File: src/rtl/rbcp_reg_slave.sv
`timescale 1ns/1ps
// rbcp_reg_slave
//   SiTCP RBCP register slave serving a 256-byte window at BASE_ADDR.
//   0x00..0x0F  control registers (REG_OUT)
//   0x10..0x17  read-only STATUS_IN bytes
//   0x18        write-to-pulse command byte (CMD_PULSE)
//   0x1F        ID_CODE
//   others      ACKed, read 0x00, writes ignored
//   Every accepted access is acknowledged exactly two cycles after its strobe.
//
// Ports
//   CLK, RST                     clock, synchronous active-high reset
//   RBCP_ACT/ADDR/WD/WE/RE       RBCP request side
//   RBCP_ACK, RBCP_RD            acknowledge pulse and read data (0 when no ACK)
//   REG_OUT[127:0]               control registers, byte k at [8k+7:8k]
//   STATUS_IN[63:0]              status bytes, byte k at offset 0x10+k
//   CMD_PULSE[7:0]               one-cycle command bits, coincident with ACK
//
// Build option
//   RBCP_REG_READBACK_EN  when defined, control registers read back their
//                         current value; otherwise they read 0x00.
//
// state    | meaning
// ---------+-------------------------------------------------------
// ST_IDLE  | waiting for a strobe that hits the window
// ST_LATCH | request captured; commit write, fetch read data
// ST_ACK   | RBCP_ACK high for this one cycle

module rbcp_reg_slave #(
    parameter logic [31:0] BASE_ADDR = 32'h0000_0000,
    parameter logic [7:0]  ID_CODE   = 8'hA5
) (
    input  logic         CLK,
    input  logic         RST,
    input  logic         RBCP_ACT,
    input  logic [31:0]  RBCP_ADDR,
    input  logic [7:0]   RBCP_WD,
    input  logic         RBCP_WE,
    input  logic         RBCP_RE,
    output logic         RBCP_ACK,
    output logic [7:0]   RBCP_RD,
    output logic [127:0] REG_OUT,
    input  logic [63:0]  STATUS_IN,
    output logic [7:0]   CMD_PULSE
);

    localparam logic [1:0] ST_IDLE  = 2'd0;
    localparam logic [1:0] ST_LATCH = 2'd1;
    localparam logic [1:0] ST_ACK   = 2'd2;

    logic [1:0]   state_q, state_d;
    logic [7:0]   off_q, off_d;
    logic [7:0]   wd_q, wd_d;
    logic         wr_q, wr_d;
    logic         ack_q, ack_d;
    logic [7:0]   rd_q, rd_d;
    logic [7:0]   cmd_q, cmd_d;
    logic [127:0] reg_q, reg_d;

    logic         hit;
    logic [7:0]   read_val;

    assign hit = (RBCP_ADDR[31:8] == BASE_ADDR[31:8]);

    always_comb begin
        read_val = 8'h00;
        if (off_q[7:4] == 4'h0) begin
`ifdef RBCP_REG_READBACK_EN
            read_val = reg_q[{off_q[3:0], 3'b000} +: 8];
`else
            read_val = 8'h00;
`endif
        end else if (off_q[7:3] == 5'b0001_0) begin
            read_val = STATUS_IN[{off_q[2:0], 3'b000} +: 8];
        end else if (off_q == 8'h1F) begin
            read_val = ID_CODE;
        end
    end

    always_comb begin
        state_d = state_q;
        off_d   = off_q;
        wd_d    = wd_q;
        wr_d    = wr_q;
        reg_d   = reg_q;
        ack_d   = 1'b0;
        rd_d    = 8'h00;
        cmd_d   = 8'h00;
        case (state_q)
            ST_IDLE: begin
                if ((RBCP_WE | RBCP_RE) & RBCP_ACT & hit) begin
                    off_d   = RBCP_ADDR[7:0];
                    wd_d    = RBCP_WD;
                    wr_d    = RBCP_WE;   // WE wins when both strobes arrive
                    state_d = ST_LATCH;
                end
            end
            ST_LATCH: begin
                // The commit does not depend on ACT: a write dropped by the
                // master in this cycle still takes effect, only the ACK is lost.
                if (wr_q && off_q[7:4] == 4'h0) begin
                    reg_d[{off_q[3:0], 3'b000} +: 8] = wd_q;
                end
                if (RBCP_ACT) begin
                    ack_d   = 1'b1;
                    state_d = ST_ACK;
                    if (!wr_q) begin
                        rd_d = read_val;
                    end
                    if (wr_q && off_q == 8'h18) begin
                        cmd_d = wd_q;
                    end
                end else begin
                    state_d = ST_IDLE;
                end
            end
            ST_ACK: begin
                state_d = ST_IDLE;
            end
            default: begin
                state_d = ST_IDLE;
            end
        endcase
    end

    always_ff @(posedge CLK) begin
        if (RST) begin
            state_q <= ST_IDLE;
            off_q   <= 8'h00;
            wd_q    <= 8'h00;
            wr_q    <= 1'b0;
            ack_q   <= 1'b0;
            rd_q    <= 8'h00;
            cmd_q   <= 8'h00;
            reg_q   <= 128'h0;
        end else begin
            state_q <= state_d;
            off_q   <= off_d;
            wd_q    <= wd_d;
            wr_q    <= wr_d;
            ack_q   <= ack_d;
            rd_q    <= rd_d;
            cmd_q   <= cmd_d;
            reg_q   <= reg_d;
        end
    end

    assign RBCP_ACK  = ack_q;
    assign RBCP_RD   = rd_q;
    assign CMD_PULSE = cmd_q;
    assign REG_OUT   = reg_q;

endmodule

File: config.mk
export PLATFORM = sky130hd
export DESIGN_NAME = rbcp_reg_slave
export DESIGN_NICKNAME = d
export VERILOG_FILES = /design/src/rtl/rbcp_reg_slave.sv
export SDC_FILE = /design/constraint.sdc
export NUM_CORES = 1
export LEC_CHECK = 0
export CAP_MARGIN = 30
export CORE_ASPECT_RATIO = 1.4
export CORE_MARGIN = 1.5
export CORE_UTILIZATION = 46
export CTS_BUF_LIST = sky130_fd_sc_hd__clkbuf_8
export CTS_CLUSTER_DIAMETER = 60
export DETAILED_ROUTE_END_ITERATION = 6
export GPL_TIMING_DRIVEN = 0
export PLACE_DENSITY = 0.79
export RECOVER_POWER = 50
export SETUP_SLACK_MARGIN = 0.5
export SLEW_MARGIN = 5
export SYNTH_ARGS = -nofsm -noshare
export SYNTH_HDL_FRONTEND = slang
export SYNTH_SLANG_ARGS = --single-unit
File: constraint.sdc
create_clock -name CLK -period 3 [get_ports CLK]
set_input_delay 0.45 -clock CLK [delete_from_list [all_inputs] [get_ports CLK]]
set_output_delay 0.45 -clock CLK [all_outputs]
set_load 0.05 [all_outputs]
# Word-level counts from Yosys, hierarchy flattened
# Cells that the tools add are included.
op_classes:
  add_sub_neg: 1
  bitwise: 6
  magnitude_cmp: 0
  n_mul: 0
  n_div: 0
  n_shift: 3
  mux: 7
  eq_ne: 5
  n_reduce_logical: 10
op_table:
  columns: ["op", "count"]
  rows:
  - ["bitwise mux 128 bit", 1]
  - ["variable shift 8 x 9 -> 128 bit (first input constant)", 1]
  - ["variable part select 8 x 9 -> 128 bit", 1]
  - ["variable part select 64 x 7 -> 8 bit", 1]
  - ["zero test 24 bit", 1]
  - ["== test 8 x 5 -> 1 bit (second input constant)", 2]
  - ["2-to-1 mux 8 bit", 2]
  - ["negator 7 -> 9 bit", 1]
  - ["== test 5 x 2 -> 1 bit (second input constant)", 1]
  - ["OR reduction 5 bit", 1]
  - ["zero test 4 bit", 1]
  - ["2-to-1 mux 2 bit", 2]
  - ["case mux 2 bit (2 select lines)", 1]
  - ["AND reduction 2 bit", 2]
  - ["OR reduction 4 bit", 1]
  - ["NOT 1 bit", 3]
  - ["bitwise AND 1 bit", 2]
  - ["== test 2 x 1 -> 1 bit (second input constant)", 1]
  - ["logical AND 1 bit", 2]
  - ["zero test 2 bit", 1]
  - ["!= test 2 bit (second input constant)", 1]
  - ["OR reduction 2 bit", 1]
  - ["2-to-1 mux 1 bit", 1]
  - ["OR 1 bit", 1]
word_totals:
  word_cells: 40
  out_inout_bits: 145
  latchBits: 0
  mem_bits_rw: 0
  inputBits: 109
  romBits: 0
  regBits: 164
  mem_count: 0

# Longest topological paths before layout
depth:
  depth_word: 5
  ltp_mapped: 9
  depth_no_buf: 6

# Least setup slack after synthesis
# OpenSTA, ideal clock, no wires.
synth_path:
  kind: "register to register"
  from: "reg off_q[1]"
  to: "reg reg_q[32] (netlist: REG_OUT[32])"
  slack_ps: 196
  setup_ps: 124
  period_less_slack_ps: 2804
  path_stages_with_launch: 10
  arrival_time_ps: 2680
  required_ps: 2876
  path_cell_list: "dfxtp_1 > clkbuf_1 > buf_1 > inv_1 > ha_1 > xnor2_1 > nand2_1 > or4_1 > buf_2 > mux2i_1"
synth_via:
  elab_chain_cells: 3
  word_cells_on_any_way: 4
  cone_classes: "1 x add/sub; 2 x shift; 1 x mux"
synth_rtl:
  columns: ["element", "line", "source"]
  rows:
  - ["start, declared", "52", "logic [7:0] off_q, off_d;"]
  - ["start signal, assigned", "129", "off_q <= 8'h00;"]
  - ["start signal, assigned", "138", "off_q <= off_d;"]
  - ["negator 7 -> 9 bit (*)", "102", "reg_d[{off_q[3:0], 3'b000} +: 8] = wd_q;"]
  - ["variable part select 8 x 9 -> 128 bit or variable shift 8 x 9 -> 128 bit (tied branches)", "102", null]
  - ["bitwise mux 128 bit (*)", "102", null]
  - ["end signal, assigned", "144", "reg_q <= reg_d;"]
  - ["end, declared", "58", "logic [127:0] reg_q, reg_d;"]
# Every way passes the cells marked *; elsewhere a longest branch is shown, timed or not.
# A chain may end at the register's enable or synchronous reset.

# Worst setup path in the final report
layout_path:
  from: "reg off_q[1]"
  to: "reg reg_q[39] (netlist: REG_OUT[39])"
# The elaborated chain is that of the path after synthesis.

==> impl_results.md <==
* Fmax at 404.2 MHz
* Final Max Tran Viols at 0
* Area leader, netlist: dfxtp_1
* Slew headroom at 37.50%
* Gate Count Post-Synth at 656
* Peak ir drop on the vdd network at 0.2837 mV
* Die ar. at 0.01602 mm^2
* DP HPWL at 15.90 mm
* Slowest cell on crit path: or4_1
* Worst-Margin Slew at 0.9330 ns
* GRT overflow at 0
* Reg area at 0.003288 mm^2
* P per Cell Area at 386.5 mW/mm^2
* Post-synth EDFFs at 0
* Initial antenna violation count at 0
* Synth area leaders: dfxtp_1, mux2i_1, nand2b_1, mux4_2, o21ai_0
* Yosys top cell area share at 46.78%
* Root Driver: clkbuf_8
* 1st-iter DRT viols at 228
* CP Cell Sequence: clkbuf_8 -> buf_4 -> inv_1 -> ha_1 -> nor2_4 -> nand2_1 -> or4_1 -> clkbuf_4 -> mux2i_1
* Post-CTS Hold Fix Bufs at 0
* Die Width at 107.4 um
* Vias at 5,888
* Commonest non-fill, non-tap cells in the layout: dfxtp_1, dlygate4sd3_1, mux2i_1
* Worst Hold Class: flip-flop to flip-flop
* WL final at 21.32 mm
* Sequential Power Share at 54.1%
* RSZ-0062 raised after global routing: no
* Worst-path clk slew at 0.10 ns
* CTS buffer count at 17
* Worst EP required at 3.35 ns
* Vias in the first global route at 5,808
* Placed cells at 1,100
* Critical path type: flip-flop to flip-flop
* Pre-antenna DRT Iters at 5
* Final setup violation count at 0
* M2 GR Usage at 45.38%
* Switching Fraction at 24.43%
* Most common cell after layout, fill and taps aside: dfxtp_1
* IO buf count at 252
* Final Hold Fails at 0
* Proportion of power drawn by the clock network at 40.1%
* P_sw at 0.0009812 W
* Final antenna-violating net count at 0
* Layout fillers at 1,207
* Tot Pwr at 0.004016 W
* Worst-path maximum fanout at 10
* Final Cycle Share at 82.48%
* Nets at 1,046
* Ys async rst share at 0%
* First-pass GRT wire length at 31.87 mm
* Combinational power share at 5.7%
* GRT met3 Usage at 6.204%
* Pin count of the biggest net entering global routing at 18
* CP max stage delay at 0.44 ns
* IO Pins at 254
* Synth Flop Type: dfxtp_1
* Max-cap violations at 0
* Gpl congestion at 0.8111
* Clk buf depth at 2
* Initial core utilization at 46.83%
* Status: completed
* Avg Inst Size Synth at 10.70 um^2
* Syn_nets at 770
* Share of layout cells above drive strength 1 at 9.312%
* Final std cells w/o fill at 1,137
* Seq/Total Area, Yosys at 46.78%
* Die Y at 149.1 um
* Multi-input logic area at 0.003684 mm^2
* Avg WL per Cell at 18.75 um
* # rows at 53
* DR vias/cell at 5.179
* Arrival @ worst endpoint at 2.83 ns
* Fin crit period at 2.474 ns
* CTS sink cnt at 164
* P&R area growth vs syn at 48.05%
* Leakage at 3.953 nW
* Post-Syn Area at 0.007018 mm^2
* H-tree depth at 4
* Worst-skew pair later-pin latency at 0.47 ns
* Most crowded layer after global routing: met2
* Count of cell types in the netlist at 45
* Internal at 0.003035 W
* Synth Register Bits at 164
* Number of synthesis warnings at 0
* Crit. End Element: flip-flop
* Core area at 0.01499 mm^2
* Remaining DRCs at 0
* All-Layer GR Usage at 26.37%
* Diode count at 0
* GR Util met1 at 31.77%
* Startpoint Class: flip-flop
* Worst Skew at 0.01842 ns
* Reg2Reg Setup Slack at 0.53 ns
* CTS tree: yes
-- metrics by stage --
step / TNS, ns / setup slack, ns / util (%) / area, um^2 / hold WS (ns)
2_1_floorplan: 0 / 0.5248 / - / 7023 / 0.4511
6_report: 0 / 0.5257 / 69.33 / 10390 / 0.4737
3_3_place_gp: -0.2209 / -0.03393 / 65.29 / 9786 / 0.4577
4_1_cts: 0 / 0.5000 / 69.19 / 10370 / 0.4672
5_1_grt: 0 / 0.4409 / 69.33 / 10390 / 0.4877
3_5_place_dp: -0.4559 / -0.05804 / 65.29 / 9786 / 0.4602
-- layout make-up --
| type | count | area share [%] |
|---|---|---|
| Clock buffer | 17 | 2.252 |
| Timing Repair Buffer | 257 | 25.12 |
| Buffer | 34 | 1.553 |
| Multi-Input combinational cell | 456 | 35.45 |
| Tap cell | 192 | 2.312 |
| Clock inverter | 15 | 1.590 |
| Inverter | 2 | 0.07225 |
| Sequential cell | 164 | 31.65 |
-- registers in the layout, summed over array words and instances (netlist names) --
signal	cells
state_q	2
wd_q	8
wr_q	1
RBCP_ACK	1
REG_OUT	128
off_q	8
RBCP_RD	8
CMD_PULSE	8
-- what timing repair did --
| action | in CTS | in global routing |
|---|---|---|
| setup buffers | 5 | 0 |
| setup endpoints to repair | 128 | 66 |
| endpoints found under the hold margin | 0 | 0 |
| resized for setup | 21 | 7 |
| pin swaps | 5 | 2 |
| cloned | 0 | 0 |
-- power by group through the flow --
stage	Sequential, W	Clock [W]	Combinational [W]
6_report	0.00217	0.00161	0.000231
5_1_grt	0.00217	0.00170	0.000245
4_1_cts	0.00217	0.00164	0.000232
3_5_place_dp	0.00223	0	0.000230
3_3_place_gp	0.00223	0	0.000228
2_1_floorplan	0.00223	0	0.0000668
-- worst max-delay path, delay by kind of cell, from the launching register on --
kind                     cells  cell delay [ns]
multiplexers                 1             0.14
buffers and inverters        4             0.72
AND/OR/NAND/NOR              3             0.73
flip-flops                   1             0.42
adder cells (fa/ha/maj)      1             0.37
-- worst paths after layout --
check                                   end                 startpoint  cells after the start
setup reg to reg   REG_OUT[39]$_SDFFE_PP0P_      off_q[1]$_SDFFE_PP0P_                      9
hold / removal    REG_OUT[126]$_SDFFE_PP0P_  REG_OUT[126]$_SDFFE_PP0P_                      2
hold reg to reg   REG_OUT[126]$_SDFFE_PP0P_  REG_OUT[126]$_SDFFE_PP0P_                      2
setup / recovery   REG_OUT[39]$_SDFFE_PP0P_      off_q[1]$_SDFFE_PP0P_                      9
-- cell usage after synthesis, types with 2 or more instances --
cell type  count
buf_1          3
and4_1         2
nor3_1         4
dfxtp_1      164
nand2b_1     120
buf_4          2
and3b_1        2
ha_1           5
nor2b_1        2
nor3_4         5
mux4_2        16
nand3_1       25
nand2_1       29
nor2_1        14
nand4_1        3
mux2i_1      128
and3_1         2
nor4_1         5
nor2_2         3
nor4bb_1       2
o21ai_0       31
buf_2          3
inv_1          2
a21oi_1       25
o2111ai_1      2
and2_1         8
clkbuf_1      26
nor3_2         5
nor4_4         2
-- cells by family (layout without fill, tap and decap cells) --
| group | after synthesis | in the layout | share of synthesized area, % |
|---|---|---|---|
| AND/OR/NAND/NOR | 243 | 243 | 21.75 |
| flip-flops | 164 | 164 | 46.78 |
| buffers and inverters | 36 | 325 | 2.086 |
| XOR/XNOR | 3 | 3 | 0.4815 |
| multiplexers | 144 | 144 | 23.39 |
| AO/OA/AOI/OAI | 61 | 61 | 4.618 |
| adder cells (fa/ha/maj) | 5 | 5 | 0.8914 |
-- metal layers --
layer / up-vias / routed length [um]
met4: 0 / 543
met3: 34 / 1144
met1: 2827 / 8570
met5: - / 0
li1: 2855 / -
met2: 172 / 11060
Note: power is estimated with default switching activity, not from simulation.
